--- src/rtl/pc_fetch_unit_pkg.sv ---
`default_nettype none
// ============================================================================
// Module   : pc_fetch_unit_pkg
// Purpose  : Shared constants for the PC / instruction fetch unit: FSM state
//            encoding, instruction width, PC increment, alignment helper.
// Revision : 1.0 - initial release
// ============================================================================
package pc_fetch_unit_pkg;

  // Instruction / address width used across the fetch unit
  localparam int INST_W = 32;

  // Sequential fetch stride (one 32-bit word)
  localparam logic [INST_W-1:0] PC_INC = 32'd4;

  // Fetch FSM encoding
  localparam logic [1:0] ST_REQ  = 2'd0;  // issue request to instruction memory
  localparam logic [1:0] ST_WAIT = 2'd1;  // request accepted, awaiting response
  localparam logic [1:0] ST_HOLD = 2'd2;  // instruction presented to decode

  // Force an address onto a word boundary
  function automatic logic [INST_W-1:0] align_word(input logic [INST_W-1:0] addr);
    return {addr[INST_W-1:2], 2'b00};
  endfunction

endpackage
`default_nettype wire

--- src/rtl/pc_fetch_unit_if.sv ---
`default_nettype none
// ============================================================================
// Module   : pc_fetch_unit_if
// Purpose  : Bundles the redirect, instruction-memory and decode handshakes
//            of the fetch unit. master = fetch unit, slave = environment.
// Revision : 1.0 - initial release
// ============================================================================
interface pc_fetch_unit_if;
  import pc_fetch_unit_pkg::*;

  // Redirect from the next-PC mux
  logic [INST_W-1:0] next_pc;
  logic              redirect;
  logic [INST_W-1:0] pc_plus4;
  logic [INST_W-1:0] pc;

  // Instruction memory request / response
  logic              imem_req_valid;
  logic              imem_req_ready;
  logic [INST_W-1:0] imem_req_addr;
  logic              imem_rsp_valid;
  logic [INST_W-1:0] imem_rsp_data;

  // Decode handshake
  logic              inst_valid;
  logic              inst_ready;
  logic [INST_W-1:0] inst_data;
  logic [INST_W-1:0] inst_pc;

  // Sticky alignment error
  logic              misalign_err;

  modport master (
    input  next_pc, redirect, imem_req_ready, imem_rsp_valid, imem_rsp_data, inst_ready,
    output pc_plus4, pc, imem_req_valid, imem_req_addr, inst_valid, inst_data, inst_pc,
           misalign_err
  );

  modport slave (
    output next_pc, redirect, imem_req_ready, imem_rsp_valid, imem_rsp_data, inst_ready,
    input  pc_plus4, pc, imem_req_valid, imem_req_addr, inst_valid, inst_data, inst_pc,
           misalign_err
  );

endinterface
`default_nettype wire

--- src/rtl/pc_fetch_unit_pc_reg.sv ---
`default_nettype none
// ============================================================================
// Module   : pc_reg
// Purpose  : Program counter register with load enable; resets to the
//            configured reset vector.
// Revision : 1.0 - initial release
// ============================================================================
module pc_reg
  import pc_fetch_unit_pkg::*;
#(
  parameter logic [INST_W-1:0] RESET_VECTOR = 32'h0000_0000
) (
  input  logic              clk,
  input  logic              rst,
  input  logic              pc_load,
  input  logic [INST_W-1:0] pc_d,
  output logic [INST_W-1:0] pc_q
);

  // Hold the PC; update only when the fetch FSM requests a load
  always_ff @(posedge clk or posedge rst) begin
    if (rst) begin
      pc_q <= RESET_VECTOR;
    end else if (pc_load) begin
      pc_q <= pc_d;
    end
  end

endmodule
`default_nettype wire

--- src/rtl/pc_fetch_unit.sv ---
`default_nettype none
// ============================================================================
// Module   : pc_fetch_unit
// Purpose  : Single-outstanding instruction fetch unit. Issues one request at
//            the current PC, captures the response, presents it to decode and
//            then advances. A redirect overrides everything in its cycle.
// Revision : 1.0 - initial release
// ============================================================================
module pc_fetch_unit
  import pc_fetch_unit_pkg::*;
#(
  parameter logic [INST_W-1:0] RESET_VECTOR = 32'h0000_0000
) (
  input  logic                   clk,
  input  logic                   rst,
  pc_fetch_unit_if.master        bus
);

  logic [1:0]        state_q, state_d;
  logic              drop_q, drop_d;
  logic [INST_W-1:0] inst_data_q, inst_data_d;
  logic [INST_W-1:0] inst_pc_q, inst_pc_d;
  logic              misalign_q, misalign_d;
  logic [INST_W-1:0] pc_q, pc_d;
  logic              pc_load;
  logic [INST_W-1:0] redirect_pc;

  assign redirect_pc = align_word(bus.next_pc);

  pc_reg #(
    .RESET_VECTOR (RESET_VECTOR)
  ) u_pc_reg (
    .clk     (clk),
    .rst     (rst),
    .pc_load (pc_load),
    .pc_d    (pc_d),
    .pc_q    (pc_q)
  );

  // Next-state logic: redirect first, then the normal request/wait/hold flow
  always_comb begin
    state_d     = state_q;
    drop_d      = drop_q;
    inst_data_d = inst_data_q;
    inst_pc_d   = inst_pc_q;
    pc_d        = pc_q;
    pc_load     = 1'b0;
    misalign_d  = misalign_q | (bus.redirect && (bus.next_pc[1:0] != 2'b00));

    if (bus.redirect) begin
      pc_d    = redirect_pc;
      pc_load = 1'b1;
      case (state_q)
        ST_WAIT: begin
          // A response in this same cycle is simply discarded; otherwise
          // the still-pending response must be swallowed when it arrives.
          if (bus.imem_rsp_valid) begin
            state_d = ST_REQ;
            drop_d  = 1'b0;
          end else begin
            drop_d  = 1'b1;
          end
        end
        default: begin
          // REQ: request was masked this cycle, so nothing is in flight.
          // HOLD: the held instruction is squashed.
          state_d = ST_REQ;
          drop_d  = 1'b0;
        end
      endcase
    end else begin
      case (state_q)
        ST_REQ: begin
          if (bus.imem_req_ready) begin
            state_d = ST_WAIT;
          end
        end
        ST_WAIT: begin
          if (bus.imem_rsp_valid) begin
            if (drop_q) begin
              state_d = ST_REQ;
              drop_d  = 1'b0;
            end else begin
              inst_data_d = bus.imem_rsp_data;
              inst_pc_d   = pc_q;
              pc_d        = pc_q + PC_INC;
              pc_load     = 1'b1;
              state_d     = ST_HOLD;
            end
          end
        end
        ST_HOLD: begin
          if (bus.inst_ready) begin
            state_d = ST_REQ;
          end
        end
        default: begin
          state_d = ST_REQ;
        end
      endcase
    end
  end

  // State, captured instruction and sticky error registers
  always_ff @(posedge clk or posedge rst) begin
    if (rst) begin
      state_q     <= ST_REQ;
      drop_q      <= 1'b0;
      inst_data_q <= '0;
      inst_pc_q   <= '0;
      misalign_q  <= 1'b0;
    end else begin
      state_q     <= state_d;
      drop_q      <= drop_d;
      inst_data_q <= inst_data_d;
      inst_pc_q   <= inst_pc_d;
      misalign_q  <= misalign_d;
    end
  end

  // The request is masked during reset and in the redirect cycle so the
  // memory never accepts a fetch for a PC that is about to be replaced.
  assign bus.imem_req_valid = (state_q == ST_REQ) && !bus.redirect && !rst;
  assign bus.imem_req_addr  = pc_q;
  assign bus.pc             = pc_q;
  assign bus.pc_plus4       = pc_q + PC_INC;
  assign bus.inst_valid     = (state_q == ST_HOLD);
  assign bus.inst_data      = inst_data_q;
  assign bus.inst_pc        = inst_pc_q;
  assign bus.misalign_err   = misalign_q;

endmodule
`default_nettype wire

--- src/flat_wrapper.sv ---
// flat-port wrapper written by rule: the top's interface ports become plain ports
module pc_fetch_unit_flat import pc_fetch_unit_pkg::*;
#(
  parameter logic [INST_W-1:0] RESET_VECTOR = 32'h0000_0000
)
  (clk, rst, bus_next_pc, bus_redirect, bus_imem_req_ready, bus_imem_rsp_valid, bus_imem_rsp_data, bus_inst_ready, bus_pc_plus4, bus_pc, bus_imem_req_valid, bus_imem_req_addr, bus_inst_valid, bus_inst_data, bus_inst_pc, bus_misalign_err);
  pc_fetch_unit_if bus_i ();
  input  logic clk;
  input  logic rst;
  input wire logic [$bits(bus_i.next_pc)-1:0] bus_next_pc;
  input wire logic [$bits(bus_i.redirect)-1:0] bus_redirect;
  input wire logic [$bits(bus_i.imem_req_ready)-1:0] bus_imem_req_ready;
  input wire logic [$bits(bus_i.imem_rsp_valid)-1:0] bus_imem_rsp_valid;
  input wire logic [$bits(bus_i.imem_rsp_data)-1:0] bus_imem_rsp_data;
  input wire logic [$bits(bus_i.inst_ready)-1:0] bus_inst_ready;
  output wire logic [$bits(bus_i.pc_plus4)-1:0] bus_pc_plus4;
  output wire logic [$bits(bus_i.pc)-1:0] bus_pc;
  output wire logic [$bits(bus_i.imem_req_valid)-1:0] bus_imem_req_valid;
  output wire logic [$bits(bus_i.imem_req_addr)-1:0] bus_imem_req_addr;
  output wire logic [$bits(bus_i.inst_valid)-1:0] bus_inst_valid;
  output wire logic [$bits(bus_i.inst_data)-1:0] bus_inst_data;
  output wire logic [$bits(bus_i.inst_pc)-1:0] bus_inst_pc;
  output wire logic [$bits(bus_i.misalign_err)-1:0] bus_misalign_err;
  assign bus_i.next_pc = bus_next_pc;
  assign bus_i.redirect = bus_redirect;
  assign bus_i.imem_req_ready = bus_imem_req_ready;
  assign bus_i.imem_rsp_valid = bus_imem_rsp_valid;
  assign bus_i.imem_rsp_data = bus_imem_rsp_data;
  assign bus_i.inst_ready = bus_inst_ready;
  assign bus_pc_plus4 = bus_i.pc_plus4;
  assign bus_pc = bus_i.pc;
  assign bus_imem_req_valid = bus_i.imem_req_valid;
  assign bus_imem_req_addr = bus_i.imem_req_addr;
  assign bus_inst_valid = bus_i.inst_valid;
  assign bus_inst_data = bus_i.inst_data;
  assign bus_inst_pc = bus_i.inst_pc;
  assign bus_misalign_err = bus_i.misalign_err;
  pc_fetch_unit #(.RESET_VECTOR(RESET_VECTOR)) u_core (.clk(clk), .rst(rst), .bus(bus_i));
endmodule
--- config.mk ---
export PLATFORM = sky130hd
export DESIGN_NAME = pc_fetch_unit_flat
export DESIGN_NICKNAME = d
export VERILOG_FILES = /design/src/rtl/pc_fetch_unit_pkg.sv /design/src/rtl/pc_fetch_unit_if.sv /design/src/rtl/pc_fetch_unit_pc_reg.sv /design/src/rtl/pc_fetch_unit.sv /design/src/flat_wrapper.sv
export SDC_FILE = /design/constraint.sdc
export NUM_CORES = 1
export LEC_CHECK = 0
export ABC_AREA = 0
export BUFFER_PORTS_ARGS = -buffer_cell sky130_fd_sc_hd__buf_4
export CAP_MARGIN = 40
export CORE_ASPECT_RATIO = 0.9
export CORE_MARGIN = 2
export CORE_UTILIZATION = 47
export CTS_CLUSTER_SIZE = 25
export DETAILED_ROUTE_END_ITERATION = 7
export PLACE_DENSITY_LB_ADDON = 0.05
export SLEW_MARGIN = 20
export SYNTH_ARGS = -nofsm -noshare
export SYNTH_HDL_FRONTEND = slang
export SYNTH_SLANG_ARGS = --single-unit
--- constraint.sdc ---
create_clock -name clk -period 2.95 [get_ports clk]
set_input_delay 0 -clock clk [delete_from_list [all_inputs] [get_ports clk]]
set_output_delay 0 -clock clk [all_outputs]
set_load 0.01 [all_outputs]
* Yosys cells after proc, flatten, opt, wreduce, memory -nomap -nowiden
Index checks and enable logic that the tools add are counted.
** Cells by class
- $add $sub $neg :: 1
- Equality and inequality tests :: 6
- Mux-type cells :: 21
- Bitwise gates (word level) :: 3
- Reduce and logical (&&, ||, !) cells :: 13
** Operators by type and width (number)
- 2-to-1 mux 32 bit :: 4
- adder 32 x 3 -> 32 bit, second input constant :: 1
- 2-to-1 mux 2 bit :: 7
- 2-to-1 mux 1 bit :: 9
- AND reduction 4 bit :: 2
- != test 3 bit, second input constant :: 2
- case mux 2 bit (3 select lines) :: 1
- nonzero test 2 bit :: 3
- != test 2 bit, second input constant :: 2
- logical AND 1 bit :: 3
- AND reduction 3 bit :: 1
- == test 2 x 1 -> 1 bit, second input constant :: 1
- == test 2 bit, second input constant :: 1
- zero test 1 bit :: 2
- zero test 2 bit :: 1
- inverter 1 bit :: 2
- AND reduction 2 bit :: 1
- bitwise OR 1 bit :: 1
** Word-level totals
- Output and inout port bits :: 163
- Word-level logic and storage cells :: 50
- Flip-flop bits (word level) :: 100
- Bits of input ports :: 70

* Depth between registers and ports, before layout
- Depth after elaboration :: 5
- Depth in mapped cells :: 8
- Depth with buffers taken out :: 6

* By module
A second synthesis with hierarchy kept.
** Second synthesis, totals
- Cells, all modules :: 536
- Area total of the unflattened synthesis :: 5746.8 sq um
** By module, submodules not included
- pc_fetch_unit :: cells each 467, sequential area each 1701.6 sq um, area an instance 4398.0 sq um, instances 1
- pc_reg :: cells each 69, sequential area each 800.8 sq um, area an instance 1348.8 sq um, instances 1

* Worst setup path before layout
OpenSTA, ideal clock, no wires.
- Path kind :: reg2reg
- Start :: reg u_core.u_pc_reg.pc_q[2]
- End :: reg u_core.u_pc_reg.pc_q[24]
- Arrival :: 1946 ps
- Path slack :: 878 ps
- Data required time :: 2824 ps
- Cell stages (with the launch flop) :: 9
- Buffers on the path :: 2
- Library setup time :: 126 ps
- Period minus slack after synthesis :: 2072 ps
- Cells stage by stage :: dfrtp_1 ha_1 and4_1 buf_2 and3_4 buf_6 nand4_2 xnor2_1 a221o_1
** Between the ends
- Longest elaborated chain between the ends :: 5
** RTL lines
- start: declaration :: RTL line pc_fetch_unit_pc_reg.sv:17 : output logic [INST_W-1:0] pc_q
- start signal: assignment :: RTL line pc_fetch_unit_pc_reg.sv:25 : pc_q <= pc_d;
- adder 32 x 3 -> 32 bit
- via bus_pc_plus4[24] :: RTL line flat_wrapper.sv:16 : output wire logic [$bits(bus_i.pc_plus4)-1:0] bus_pc_plus4;
- 2-to-1 mux 32 bit :: RTL line pc_fetch_unit.sv:80 : if (drop_q) begin
- 2-to-1 mux 32 bit :: RTL line pc_fetch_unit.sv:79 : if (bus.imem_rsp_valid) begin
- 2-to-1 mux 32 bit :: RTL line pc_fetch_unit.sv:72 : case (state_q)
- 2-to-1 mux 32 bit :: RTL line pc_fetch_unit.sv:50 : if (bus.redirect) begin
The timed path passes the listed nets, and every way through them passes these cells. The select of a mux whose other input is x is not followed.
A chain may end at the register's enable or synchronous reset.

* Final worst setup path
- Start :: reg u_core.u_pc_reg.pc_q[2]
- End :: out bus_pc_plus4[22]
** Between the ends
- Longest elaborated chain between the ends :: 1
** RTL lines
- adder 32 x 3 -> 32 bit :: RTL line pc_fetch_unit.sv:126 : assign bus.pc_plus4 = pc_q + PC_INC;
- end: declaration :: RTL line flat_wrapper.sv:16
Every way passes these cells.

==> flow_metrics.tcl <==
set metrics [dict create \
    start_util 0.484 \
    setup_violations 0 \
    post-route-period-util 0.819 \
    grt.overflow.total 0 \
    numCtsBuffers 9 \
    max_slew.worst_pin.slew_ns 0.666 \
    synth_seq_area_share 0.485 \
    synth_cells 574 \
    hpwl_um 10100 \
    syn_area_sq_um 4960 \
    drt_iter0_markers 261 \
    grt_max_degree 60 \
    clock_path_buffers 2 \
    yosysMostFrequentCell "nand2_1" \
    cts_max_level 3 \
    hold_violations 0 \
    root_buffer "clkbuf_16" \
    synthDominantCellAreaShare 0.485 \
    fmax_mhz 414 \
    syn2layout_area_growth_pct 50.8 \
    clock_sinks 96 \
    synth_edf_count 0 \
    ir_worst_vdd_uv 491 \
    ys_seq_elements 96 \
    synthDistinctLibCells 48 \
    p_total_mw 5.02 \
    finalWeightedCongestion 0.773 \
    num_rows 35 \
    clk_pin_slew_ns 0.07 \
    grt_pass1_wl_um 23800 \
    antenna_cells 0 \
    cp.arrival_ns 2.42 \
    portBuffers 224 \
    crit_type "reg -> out" \
    fin_ws_ns 0.535 \
    status "complete, no violations" \
    first_pass_iters 5 \
    drc_errors 0 \
    die-area_sq_um 11400 \
    synth-async-reset-ratio 1.00 \
    final_nets 889 \
    pre_cts_ws_ns 0.797 \
    ys_warn_count 0 \
    crit_required_ns 2.95 \
    yosys.area.top_type "dfrtp_1" \
    routed_wl_um 14900 \
    tns_ns 0 \
    synthTopCellsByArea "dfrtp_1 48%, nand2_1 17%, buf_4 5.9%" \
    route.vias.total 4799 \
    cp_max_fo 10 \
    die_h_um 101 \
    ios 233 \
    drive_gt1_frac 0.315 \
    fin_cells 952 \
    antenna_found_initial 0 \
    finalMaxSlewViolations 0 \
    insertion_delay_ns 0.34 \
    clock_skew_ns 0.00459 \
    place_inst 869 \
    die_width_um 112 \
    maxSlewHeadroom 0.554 \
    cts_tree "yes" \
    cp-start-kind "flop" \
    vias_per_cell 5.04 \
    cap_violations 0 \
    min_path_type "in -> reg" \
    avgRoutedWirePerCell_um 15.7 \
    netlist_top_cells_count "224 x nand2_1, 96 x dfrtp_1, 39 x buf_4" \
    nFillCells 777 \
    grt_usage 0.262 \
    core_sq_um 10200 \
    grt_pass1_vias 4658 \
    finalCriticalPeriod_ns 2.42 \
    rsz0062_at_grt "false" \
    syn_area_per_cell_sq_um 8.63 \
    ant_nets 0 \
    ys.flop_type "dfrtp_1" \
    p_leak_nw 3.81 \
    post_cts_buffers 0 \
    power-per-cell-area_nw_per_um2 671 \
    end_kind "output port" \
]
==> cells by family after synthesis <==
kind of cell    count (synthesis)  synth area share
simple gates                  306             0.271
flops                          96             0.485
buf+inv                        76            0.0954
xor+xnor                       50            0.0884
compound gates                 41            0.0505
mux                             3           0.00631
fa+ha+maj                       1           0.00252
other cells                     1          0.000757
==> worst max-delay path, stage by stage, from the launching register on <==
cell and delay, ns:
dfrtp_1 0.49, ha_1 0.27, and4_1 0.36, and3_4 0.32, nand2_1 0.12, nor2_1 0.16, xor2_1 0.20, buf_4 0.15
==> cell usage in the layout (no fill, tap or decap), types with 3 or more instances in the layout <==
cell           count
dlygate4sd3_1     67
inv_1              3
nand4_1            9
and3_1             9
a21oi_1            4
and4_1             4
o311ai_1           5
conb_1             8
bufinv_16          3
dfrtp_1           96
buf_4            230
nand3_1           17
o21ai_0           23
nand2_1          223
xnor2_1           28
clkbuf_16          9
nand2b_1           3
nor4_1             3
xor2_1            22
nor2_1            17
==> cell type report <==
| type | count | area (sq um) | share of cell area |
|---|---|---|---|
| timing repair buffer | 298 | 2420 | 0.324 |
| sequential | 96 | 2400 | 0.321 |
| inverter | 4 | 17.5 | 0.00234 |
| tap | 129 | 161 | 0.0216 |
| clock inverter | 6 | 115 | 0.0154 |
| clock buffer | 10 | 239 | 0.0320 |
| multi-input combinational | 409 | 2120 | 0.283 |
==> sequential cells by signal (all words and copies together) (netlist names) <==
signal                   count
u_core.u_pc_reg.pc_q        30
u_core.bus.inst_pc          30
u_core.drop_q                1
u_core.bus.inst_data        32
u_core.bus.misalign_err      1
u_core.state_q               2
==> final timing paths <==
kind                            slack (ns)  cells after the start                    start                       end
worst max-delay path                  0.53                      7  u_core.u_pc_reg.pc_q[2]          bus_pc_plus4[22]
worst min-delay path                  0.07                      3       bus_imem_rsp_valid             u_core.drop_q
worst max register to register        0.77                      6  u_core.u_pc_reg.pc_q[2]  u_core.u_pc_reg.pc_q[24]
worst min register to register        0.48                      2   u_core.bus.inst_pc[13]    u_core.bus.inst_pc[13]
max in group asynchronous             1.85                      5                      rst    u_core.bus.inst_pc[18]
min in group asynchronous             0.19                      3                      rst     u_core.bus.inst_pc[3]
==> power breakdown <==
part | total (mW) | switching, mW | internal (mW)
logic | 1.64 | 0.762 | 0.876
registers | 2.00 | 0.301 | 1.70
clock network | 1.38 | 0.526 | 0.857
total | 5.02 | 1.59 | 3.43
==> routing by layer <==
layer  vias up  GRT usage  part of all wire
met1      2286      0.340              0.42
met5         -          0                 0
met2       194      0.437              0.49
met4         0     0.0779             0.017
li1       2294          -                 -
met3        25     0.0712             0.074
==> through the flow <==
step	hold WS [ns]	util	instance area, sq um
3_5_place_dp	0.00224	0.630	6450
3_3_place_gp	0.189	0.627	6420
5_1_grt	0.0906	0.730	7480
4_1_cts	0.0498	0.730	7480
6_report	0.0656	0.730	7480
2_1_floorplan	0.0466	-	4980
==> what timing repair did <==
| action | CTS | global route |
|---|---|---|
| gates resized for setup | 0 | 0 |
| hold buffers | 67 | 0 |
| endpoints found under the hold margin | 87 | 0 |
Power figures use the tool's default switching activity.
